--- src/rtl/cia_icr.sv ---
// CIA interrupt control register: sticky source flags, interrupt mask, and the IR/IRQ output,
// with either 6526 (one PHI2 delayed) or 8521 (same PHI2) interrupt timing.
module cia_icr #(
  parameter int unsigned MODEL = 0
) (
  input  logic       clk,
  input  logic       res_n,
  input  logic       phi2_up,
  input  logic       phi2_dn,
  input  logic       rd,
  input  logic       we,
  input  logic [3:0] addr,
  input  logic [7:0] data,
  input  logic       ta_int,
  input  logic       tb_int,
  input  logic       tod_int,
  input  logic       sp_int,
  input  logic       flag_int,
  output logic [7:0] regs,
  output logic       irq_n
);

  localparam int unsigned NSRC = 5;
  localparam logic [3:0]  ICR_ADDR = 4'hD;

  logic [NSRC-1:0] flags_q, flags_d;
  logic [NSRC-1:0] mask_q, mask_d;
  logic            ir_q, ir_d;
  logic            dly_q, dly_d;
  logic            tod_q, tod_d;
  logic            irq_n_q, irq_n_d;
  logic            icr_sel;
  logic            read_clr;
  logic            wr_icr;
  logic            pending;
  logic [NSRC-1:0] src;
  logic            unused_c;

  // phi2_up and the don't-care data bits carry no function here
  assign unused_c = ^{phi2_up, data[6:5]};

  assign icr_sel  = (addr == ICR_ADDR);
  assign read_clr = phi2_dn && rd && icr_sel;
  assign wr_icr   = phi2_dn && we && icr_sel;
  assign src      = {flag_int, sp_int, tod_int & ~tod_q, tb_int, ta_int};

  always_comb begin
    flags_d = flags_q;
    mask_d  = mask_q;
    ir_d    = ir_q;
    dly_d   = dly_q;
    tod_d   = tod_q;
    pending = 1'b0;
    if (phi2_dn) begin
      // new events beat the read-clear so they are never lost
      flags_d = (read_clr ? '0 : flags_q) | src;
      if (wr_icr) begin
        mask_d = data[7] ? (mask_q | data[NSRC-1:0]) : (mask_q & ~data[NSRC-1:0]);
      end
      pending = |(flags_d & mask_d);
      tod_d   = tod_int;
      if (MODEL == 1) begin
        ir_d  = (!read_clr && ir_q) || pending;
        dly_d = 1'b0;
      end else begin
        // delayed pending is dropped when it meets a read-clear; it re-arms from live pending
        ir_d  = !read_clr && (ir_q || dly_q);
        dly_d = pending;
      end
    end
    irq_n_d = ~ir_d;
  end

  always_ff @(posedge clk or negedge res_n) begin
    if (!res_n) begin
      flags_q <= '0;
      mask_q  <= '0;
      ir_q    <= 1'b0;
      dly_q   <= 1'b0;
      tod_q   <= 1'b0;
      irq_n_q <= 1'b1;
    end else begin
      flags_q <= flags_d;
      mask_q  <= mask_d;
      ir_q    <= ir_d;
      dly_q   <= dly_d;
      tod_q   <= tod_d;
      irq_n_q <= irq_n_d;
    end
  end

  assign regs  = (rd && icr_sel) ? {ir_q, 2'b00, flags_q} : 8'h00;
  assign irq_n = irq_n_q;

endmodule
--- config.mk ---
export PLATFORM = sky130hd
export DESIGN_NAME = cia_icr
export DESIGN_NICKNAME = d
export VERILOG_FILES = /design/src/rtl/cia_icr.sv
export SDC_FILE = /design/constraint.sdc
export NUM_CORES = 1
export LEC_CHECK = 0
export CORE_AREA = 2 2 48 50
export DETAILED_ROUTE_END_ITERATION = 7
export DIE_AREA = 0 0 50 52
export GPL_ROUTABILITY_DRIVEN = 0
export HOLD_SLACK_MARGIN = 0.08
export PLACE_DENSITY = 0.73
export SYNTH_ARGS = -nofsm -noshare
export SYNTH_HDL_FRONTEND = slang
export SYNTH_SLANG_ARGS = --single-unit
--- constraint.sdc ---
create_clock -name clk -period 1.3 [get_ports clk]
set_clock_uncertainty 0.15 [all_clocks]
set_input_delay 0.13 -clock clk [delete_from_list [all_inputs] [get_ports clk]]
set_output_delay 0.13 -clock clk [all_outputs]
set_load 0.03 [all_outputs]
Word level (Yosys, flattened, before mapping)
Index checks and enable logic that the tools add are counted.

operators by class
  equality and inequality tests = 1
  muxes and demuxes = 6
  bitwise operators = 8
  reduce and logical (&&, ||, !) cells = 9

operators by type and width
  kind                                        number
  two-way mux 5 bit                           4
  AND 5 bit                                   2
  bitwise OR 5 bit                            2
  two-way mux 8 bit                           1
  logical AND 1 bit                           6
  NOT 5 bit                                   1
  OR reduction 5 bit                          1
  equality test 4 bit, second input constant  1
  NOT 1 bit                                   2
  AND 1 bit                                   1
  logical NOT 1 bit                           1
  logical OR 1 bit                            1
  two-way mux 1 bit                           1

storage, ports and cells
  register bits after elaboration = 14
  bits of input ports = 23
  word-level logic and storage cells = 30

Logic depth before layout (Yosys ltp)
Gate-level depths: netlist of the first run.

  word-level depth = 7
  gate-level depth with buffers = 6

Worst setup path before layout of the first run
OpenSTA, ideal clock, no wires.

  path kind = input to register
  start = input addr[1]
  end = register dly_q
  arrival = 1247 ps
  path slack = -239 ps
  stages on the path = 6
  buffers on the path = 1
  cell sequence = and4b_1 > buf_4 > nand3_1 > a21o_1 > a222oi_1 > a31oi_1

on the way
  cells in the longest elaborated chain, start to end = 6
  elaborated cells between the ends (all ways) = 9

ends and longest elaborated chain
  element                                                       line    source
  start: declaration                                            12      input logic [3:0] addr,
  equality test 4 bit *                                         42      assign icr_sel = (addr == ICR_ADDR);
  logical AND 1 bit (on tied branches)                          43, 44
  two-way mux 5 bit (on tied branches)                          56, 57
  bitwise OR 5 bit / two-way mux 5 bit (equally long branches)  56, 54
  AND 5 bit *                                                   60      pending = |(flags_d & mask_d);
  OR reduction 5 bit *                                          60
  end signal: assignment                                        86      dly_q <= dly_d;
  end: declaration                                              29      logic dly_q, dly_d;

Mark *: on every way between the ends. The rest lies on a longest branch, timed or not. The select of a mux whose other input is x is not followed.
A chain may end at the register's enable or synchronous reset.

Final worst setup path of the first run
Same ends and word-level chain as after synthesis.

==> flow_results.org, run 1 <==
** Pwr
- Sequential share of power :: 0.488
- For this design the total switching power over the nets is between 0.2 and 0.3 mW.
- Of the total power, the share spent switching nets is 0.2485.
- Comb power frac :: 0.212
- Total power per unit cell area :: between 900 and 1000 nW/um2
- IR analysis of the VDD net gives a maximum drop of approximately 0.37 mV.
- Share of power burned in the clock network :: 0.299
- The analysis attributes to cell leakage a power of a little under 0.5 nW.
- Internal power of the cells :: 0.7716 mW

** Synth
- By count the netlist is led by dfrtp_1 (13), and3_1 (7), mux2_2 (6).
- Count of cell types in the netlist :: 21
- Main flop type after synthesis :: dfrtp_1
- dfrtp_1 takes more of the synthesized area than any other cell.
- Yosys printed 0 warnings.
- Among all cell types in the netlist, the one instantiated most often is dfrtp_1.
- In this run, synthesis inferred 0 flip-flops with an integrated enable.
- Per-instance average area after synthesis :: about 11 um2
- Fraction of the mapped netlist area in adder cells :: 0
- Sorting the synthesized cells by area gives the leading types as dfrtp_1 (48%), mux2_2 (9.9%), a22o_1 (6.4%).
- Share of synthesized area spent on multiplexers :: 0.1140
- Fraction of registers with async set/reset :: 1.000
- Flop and latch count out of synthesis :: 14
- By area, the combinational part of the netlist is dominated by compound AO/OA/AOI/OAI gates.
- Of the total synthesized cell area, the portion taken by AND, OR, NAND and NOR gates is 0.1544.
- Of the synthesized area, sequential elements account for 0.5165.
- Xor and xnor area share after synthesis :: 0
- Fraction of synthesized cell area taken by the top area cell type :: 0.4779
- The compound-gate portion of the synthesized area came to 0.1599.
- Cell area after technology mapping :: roughly 680 um2
- Synthesis handed over a netlist of 60 instances.

** Final layout
- Final standard cell count with taps included and fillers excluded :: approximately 130
- The repair_antennas step left the layout with diodes totalling 0.
- The area growth from synthesis to layout is 63.97%.
- In the final layout, the multi-input gates occupy roughly 350 um2.
- Fraction of layout cells with a size suffix above 1 :: 0.4286
- Number of nets in the layout :: 122
- Registers take 351.6 um2.
- Fill count :: about 190

** Timing
- Setup repair after global routing could not meet its margin everywhere.
- Setup TNS Final :: -0.5067 ns
- Final number of setup-violating endpoints :: 6
- Hold Worst Slack :: 0.2377 ns
- Ratio of final minimum period to clock period :: 1.122
- The routed design could run at a clock period as short as ~1.5 ns.
- The number of endpoints with negative hold slack in the final report came to 0.
- Based on the critical path, the design can be clocked at up to just under 700 MHz.
- The number of max-slew violations in the final report came to 0.
- Final Worst Setup Slack :: -0.1590 ns

** Status
- The final reports fail on setup timing.
- The flow ran to the end, but the final reports show violations.

** Global routing
- Maximum number of pins on one net before global-route repair :: 15
- The number of global-route vias before repair is slightly above 700.
- Combined global-route utilization of all metal layers :: 0.1637
- First-pass GRT wire length :: slightly above 3 mm
- Overall overflow remaining after global route :: 0
- Antenna violations before repair :: 0

** Critical path
- STA classifies the critical path endpoint as a register.
- The slowest stage of the critical path belongs to the cell mux2_4.
- Worst Path Class, Setup :: in2reg
- Startpoint type of the worst setup path :: primary input
- Data arrival time at the worst-slack endpoint :: between 1 and 1.5 ns
- Counting both buffers and inverters, the worst setup path holds a total of 1.
- At the worst endpoint, the required time is ~1.3 ns.
- In this run the worst setup path begins at addr[1].
- Critical path peak fanout :: 4
- On the worst path, the slowest cell contributes a delay of approximately 0.34 ns.
- Cell family contributing the most delay on the critical path :: compound AO/OA/AOI/OAI gates
- The signal on the critical path passes through buf_6, and4b_2, nand4_1, mux2_4, a222oi_1, a31oi_1.
- Launching point of the worst reg2reg path :: mask_q[1]

** Detailed routing
- Summed over all layers, the routed wires come to about 1.9 mm.
- The routed layout has between 600 and 700 vias.
- For this block, the initial DRC count from the detailed router was 20.
- For this run, design rule violations remaining after detail routing come to 0.
- Average detailed-routed wire length per instance :: ~15 um
- Before antenna repair, the detailed router went through 4 iterations.
- In this run the remaining antenna-violating nets after routing total 0.
- In the routed layout, each cell is associated on average with a via count of between 5 and 6.

** Clock network
- Clock latency of the later-clocked register in the worst-skew pair :: between 0.2 and 0.3 ns
- TritonCTS built the clock tree.
- Total clock buffers created by CTS :: 3
- Num Clock Sinks :: 14
- Clock transition time at the flip-flop clock pins of the worst setup and hold paths :: about 0.09 ns
- In this run the deepest clock path goes through 2 buffers.
- Root Buffer Master :: clkbuf_4
- CTS built an H-tree with a depth of 1.
- After clock tree synthesis, the setup repair step added 0 buffers.

** Placed design
- Count of buffers from port buffering :: 26
- Final HPWL from detailed placement :: between 1 and 1.5 mm
- Placed cells :: 121
- Before CTS, the worst setup slack after placement is -0.7399 ns.

** Hold path
- Startpoint of the tightest hold check path :: data[1]
- Type of the most critical hold path :: in2reg

** Die
- The floorplan step defined a die boundary enclosing around 2600 um2.
- Initial core utilization :: 0.3232
- The initialized floorplan defines 17 standard-cell rows.
- The die is about 52 um tall.
- IO Count :: 32
- The floorplan step set the die width to around 50 um.
- After floorplanning, the core was sized to cover 2106 um2.

** Run
- Max-cap violation count :: 0
-- worst min-delay path: stages --
cell and delay [ns]:
dlygate4sd2_1 0.23, nand4_1 0.09, mux2_4 0.18
-- sequential cells by signal, summed over array words and instances (netlist names) --
name / flops
dly_q: 1
flags_q: 5
ir_q: 1
irq_n: 1
mask_q: 5
tod_q: 1
-- worst paths after layout --
kind | to | slack (ns) | depth (start not counted)
setup / recovery | dly_q | -0.16 | 6
hold / removal | mask_q[1] | 0.24 | 3
setup reg to reg | dly_q | -0.07 | 3
hold reg to reg | irq_n | 0.36 | 3
max in group asynchronous | irq_n | 0.20 | 3
min in group asynchronous | mask_q[3] | 0.56 | 3
-- power groups by stage --
stage	Sequential (mW)	Combinational, mW	Clock, mW
floorplan	0.506	0.0955	0
global placement	0.507	0.205	0
detailed placement	0.508	0.212	0
CTS	0.501	0.216	0.322
global route	0.506	0.235	0.342
finish	0.501	0.218	0.307
-- layer usage --
layer,vias to the layer above,share of wire,GRT usage
met3,9,0.077,0.04310
met4,0,0.036,0.1296
li1,299,-,-
met5,-,0,0
met2,32,0.51,0.2675
met1,305,0.37,0.1797
-- area by class of cell --
type / count / area share
flip-flops and latches: 14 / 0.3150
clock buffers: 4 / 0.03251
inverters: 2 / 0.006726
multi-input cells: 41 / 0.3105
repair buffers: 37 / 0.3038
well taps: 28 / 0.03139
-- cells in the final DEF, fill, tap and decap left out, types with 2 or more instances in the layout --
cell type	n
nand4_1	4
mux2_2	5
nand2_1	2
inv_1	2
and3_4	7
a21o_1	4
a22o_1	5
buf_6	9
conb_1	2
buf_4	9
clkdlybuf4s50_1	11
a21oi_1	2
dlygate4sd2_1	4
buf_2	3
clkbuf_4	3
dfrtp_1	13
-- logic make-up after synthesis --
group / after synthesis
mux: 7
buf+inv: 6
flops: 14
compound gates: 14
other cells: 1
simple gates: 18
-- through the flow --
stage          total power [mW]  instance area (um2)    util
3_3_place_gp             0.7122                 1021  0.4848
6_report                  1.027                 1116  0.5300
4_1_cts                   1.039                 1107  0.5258
2_1_floorplan            0.6012                698.2       -
3_5_place_dp             0.7192                 1021  0.4848
5_1_grt                   1.083                 1116  0.5300
-- what timing repair did --
item,4_1_cts,5_1_grt
endpoints found under the setup margin,15,7
hold buffers,1,0
pin swaps,9,0
cloned,0,0
gates resized for setup,32,2
hold endpoints to repair,13,0
No activity file was read; power rests on OpenSTA's default activity.
==> run 2: changes to the inputs <==
--- a/config.mk
+++ b/config.mk
@@ -11,6 +11,7 @@
 export GPL_ROUTABILITY_DRIVEN = 0
 export HOLD_SLACK_MARGIN = 0.08
 export PLACE_DENSITY = 0.73
+export SLEW_MARGIN = 20
 export SYNTH_ARGS = -nofsm -noshare
 export SYNTH_HDL_FRONTEND = slang
 export SYNTH_SLANG_ARGS = --single-unit
==> results of run 2 <==
The final DEF is identical to that of run 1; final timing and power are the same.
==> run 3: changes to the inputs <==
--- a/config.mk
+++ b/config.mk
@@ -5,12 +5,13 @@
 export SDC_FILE = /design/constraint.sdc
 export NUM_CORES = 1
 export LEC_CHECK = 0
-export CORE_AREA = 2 2 48 50
+export CORE_AREA = 2 2 46 48
+export CTS_BUF_LIST = sky130_fd_sc_hd__clkbuf_2
 export DETAILED_ROUTE_END_ITERATION = 7
-export DIE_AREA = 0 0 50 52
+export DIE_AREA = 0 0 48 50
 export GPL_ROUTABILITY_DRIVEN = 0
 export HOLD_SLACK_MARGIN = 0.08
-export PLACE_DENSITY = 0.73
+export PLACE_DENSITY = 0.79
 export SLEW_MARGIN = 20
 export SYNTH_ARGS = -nofsm -noshare
 export SYNTH_HDL_FRONTEND = slang
==> run 3 against run 2 <==
Net effect:
- the run still ends with setup timing left
- final area grew 0.78%
- combinational power is essentially flat
- core utilization grew 6.1 points
- die area shrank 7.7%
- fmax grew 1.8%
- via count grew 1.6%
- setup slack gained 0.026 ns
- sequential cell count is the same
- clock-buffer cell count shrank 1
- power shrank 9.2%
- highest routed layer unchanged
==> flow_results.org, run 3 (synthesized netlist as in run 1, its figures left out) <==
** Status
- Outcome :: finished, violations left
- The final reports fail on setup timing.

** Die
- The initial core utilization came to 0.3579 (+0.03466).
- The core footprint was 1902 um2 (-9.7%).
- Die Width :: 48 um (-4.0%)
- IO Count :: 32 (unchanged)
- Die area :: 2400 um2 (-7.7%)
- Die Y :: 50 um (-3.8%)
- Row count :: 16 (-1)

** Timing
- Ratio of final minimum period to clock period :: 1.102 (-0.02005)
- The number of endpoints with negative hold slack in the final report was 0 (unchanged).
- Setup TNS Final :: -0.3650 ns (+0.1417 ns)
- The number of max-slew violations in the final report came to 0 (unchanged).
- The post-route worst hold slack came to 0.2008 ns (-0.03690 ns).
- The post-layout worst setup margin was -0.1330 ns (+0.02607 ns).
- The shortest period the worst path allows is 1.433 ns (-0.02607 ns).
- Setup repair after global routing could not meet its margin everywhere.
- The maximum clock frequency came to 697.9 MHz (+1.8%).
- Final number of setup-violating endpoints :: 6 (unchanged)

** Detailed routing
- Iteration-0 DRC count of the detailed router :: 8 (-60%)
- The number of nets with antenna violations after routing was 0 (unchanged).
- The via count was 655 (+1.6%).
- Routed wire length :: 1.828 mm (-3.9%)
- Average detailed-routed wire length per instance :: 14.28 um (-5.4%)
- Vias per inst :: 5.117 (about the same)
- First-pass iteration count of the detailed router :: 4 (unchanged)
- The DRC violation count after routing came to 0 (unchanged).

** Clock network
- The clock transition time at the flip-flop clock pins of the worst setup and hold paths is 0.13 ns (+0.04 ns).
- The number of sinks driven by the clock tree was 14 (unchanged).
- Clock latency of the later-clocked register in the worst-skew pair :: 0.29 ns (about the same)
- TritonCTS built the clock tree.
- Total clock buffers created by CTS :: 3 (unchanged)
- Clock buffer depth :: 2 (unchanged)
- The number of levels in the clock H-tree came to 1 (unchanged).
- The root buffer cell chosen for the clock tree is clkbuf_2.

** Hold path
- The worst hold path belongs to the class in2reg.

** Placed design
- Final HPWL from detailed placement :: 1.386 mm (+0.42%)
- The count of buffers from port buffering came to 26 (unchanged).

** Critical path
- The worst setup path is launched from a primary input.
- The worst path arrival time was 1.45 ns (about the same).
- Critical path peak fanout :: 5 (+1)
- Worst Path Class, Setup :: in2reg
- The critical path required time is 1.32 ns (about the same).
- STA classifies the critical path endpoint as a register.

** Final layout
- Largest registers ranked by flip-flop count :: flags_q: 5 flops, mask_q: 5 flops
- The number of nets in the finished design came to 125 (+2.5%).
- Relative to the synthesized area, the layout overhead comes to 65.26%.
- Leaving out fill and tap cells, the most frequent cells in the layout are dfrtp_1 (13), clkdlybuf4s50_1 (11), buf_4 (11).
- The count of inserted antenna diode cells came to 0 (unchanged).
- Leading cell type in the layout, fill and taps excluded :: dfrtp_1
- Fraction of layout cells with a size suffix above 1 :: 0.4257 (-0.002829)

** Pwr
- Share of power burned in the clock network :: 0.225 (-0.074)
- Internal power of the cells :: 0.6748 mW (-13%)
- Fraction of power spent switching nets :: 0.2765 (+0.02791)
- The power density relative to cell area is 829.1 nW/um2 (-9.9%).
- Comb power frac :: 0.237 (+0.025)
- Peak ir drop on the vdd network :: 0.4009 mV (+9.7%)
- The portion of total power attributed to sequential cells came to 0.539 (+0.051).
- The leakage power came to 0.5091 nW (+2.6%).
- Psw :: 0.2578 mW (+1.0%)

** Global routing
- Overall overflow remaining after global route :: 0 (unchanged)
- Combined global-route utilization of all metal layers :: 0.1697 (+0.006061)
- The wire length of the first global-routing pass was 2.835 mm (-7.7%).
- The initial antenna violation count was 0 (unchanged).
- The number of global-route vias before repair came to 647 (-8.2%).
- Maximum number of pins on one net before global-route repair :: 15 (unchanged)

** Run
- The number of violations of the max-capacitance limit came to 0 (unchanged).
run 3: cell types whose count changed in the layout (fill, tap and decap cells not counted), sizes merged:
| cell | delta |
|---|---|
| buf | +3 |
| clkbuf | -1 |
| clkinv | +1 |
run 3: worst max-delay path: stages:
cell	delay [ns]
buf_6	0.09
and4b_2	0.32
nand4_1	0.14
mux2_4	0.33
a222oi_1	0.32
a31oi_1	0.12
run 3: layer usage:
layer / up-vias / routed length (um) / part of all wire / GRT usage
li1: 304 / - / - / -
met1: 321 / 767 / 0.42 / 0.2028
met2: 26 / 936 / 0.51 / 0.2778
met3: 4 / 101 / 0.055 / 0.05495
met4: 0 / 22 / 0.012 / 0.05405
met5: - / 0 / 0 / 0
run 3: final cells by class:
cell class | count | area [um2]
repair buffers | 40 | 365.4
multi-input cells | 41 | 347.8
clock inverters | 1 | 3.754
clock buffers | 3 | 15.01
fillers | 160 | 777.0
inverters | 2 | 7.507
well taps | 27 | 33.78
flip-flops and latches | 14 | 351.6
run 3: stage by stage:
| step | setup slack, ns | total power, mW | std cells | instance area (um2) | utilization |
|---|---|---|---|---|---|
| after floorplan | -0.2153 | 0.6012 | 61 | 698.2 | - |
| after detailed placement | -0.7389 | 0.7207 | 122 | 1035 | 0.5441 |
| after global placement | -0.6826 | 0.7140 | 122 | 1035 | 0.5441 |
| after global routing | -0.1522 | 0.9892 | 128 | 1125 | 0.5914 |
| final | -0.1330 | 0.9326 | 128 | 1125 | 0.5914 |
| after CTS | -0.1387 | 0.9345 | 128 | 1121 | 0.5895 |
run 3: what timing repair did:
action                                  4_1_cts  5_1_grt
endpoints found under the hold margin        13        0
setup buffers                                 1        0
hold buffers                                  1        0
resized for setup                            34        1
pin swaps                                     9        1
endpoints found under the setup margin       15        8
run 3: power groups by stage:
stage / clock (mW) / sequential [mW] / combinational, mW
after floorplan: 0 / 0.506 / 0.0955
after global placement: 0 / 0.506 / 0.208
after detailed placement: 0 / 0.509 / 0.211
after CTS: 0.212 / 0.502 / 0.220
after global routing: 0.245 / 0.507 / 0.237
final: 0.209 / 0.502 / 0.221
run 3: worst paths after layout:
path | start | endpoint | slack, ns | cells after the start
max in group asynchronous | res_n | irq_n | 0.23 | 3
hold / removal | data[1] | mask_q[1] | 0.20 | 3
setup reg to reg | mask_q[1] | dly_q | -0.07 | 3
min in group asynchronous | res_n | ir_q | 0.53 | 3
hold reg to reg | tod_q | tod_q | 0.37 | 1
setup / recovery | addr[1] | dly_q | -0.13 | 6
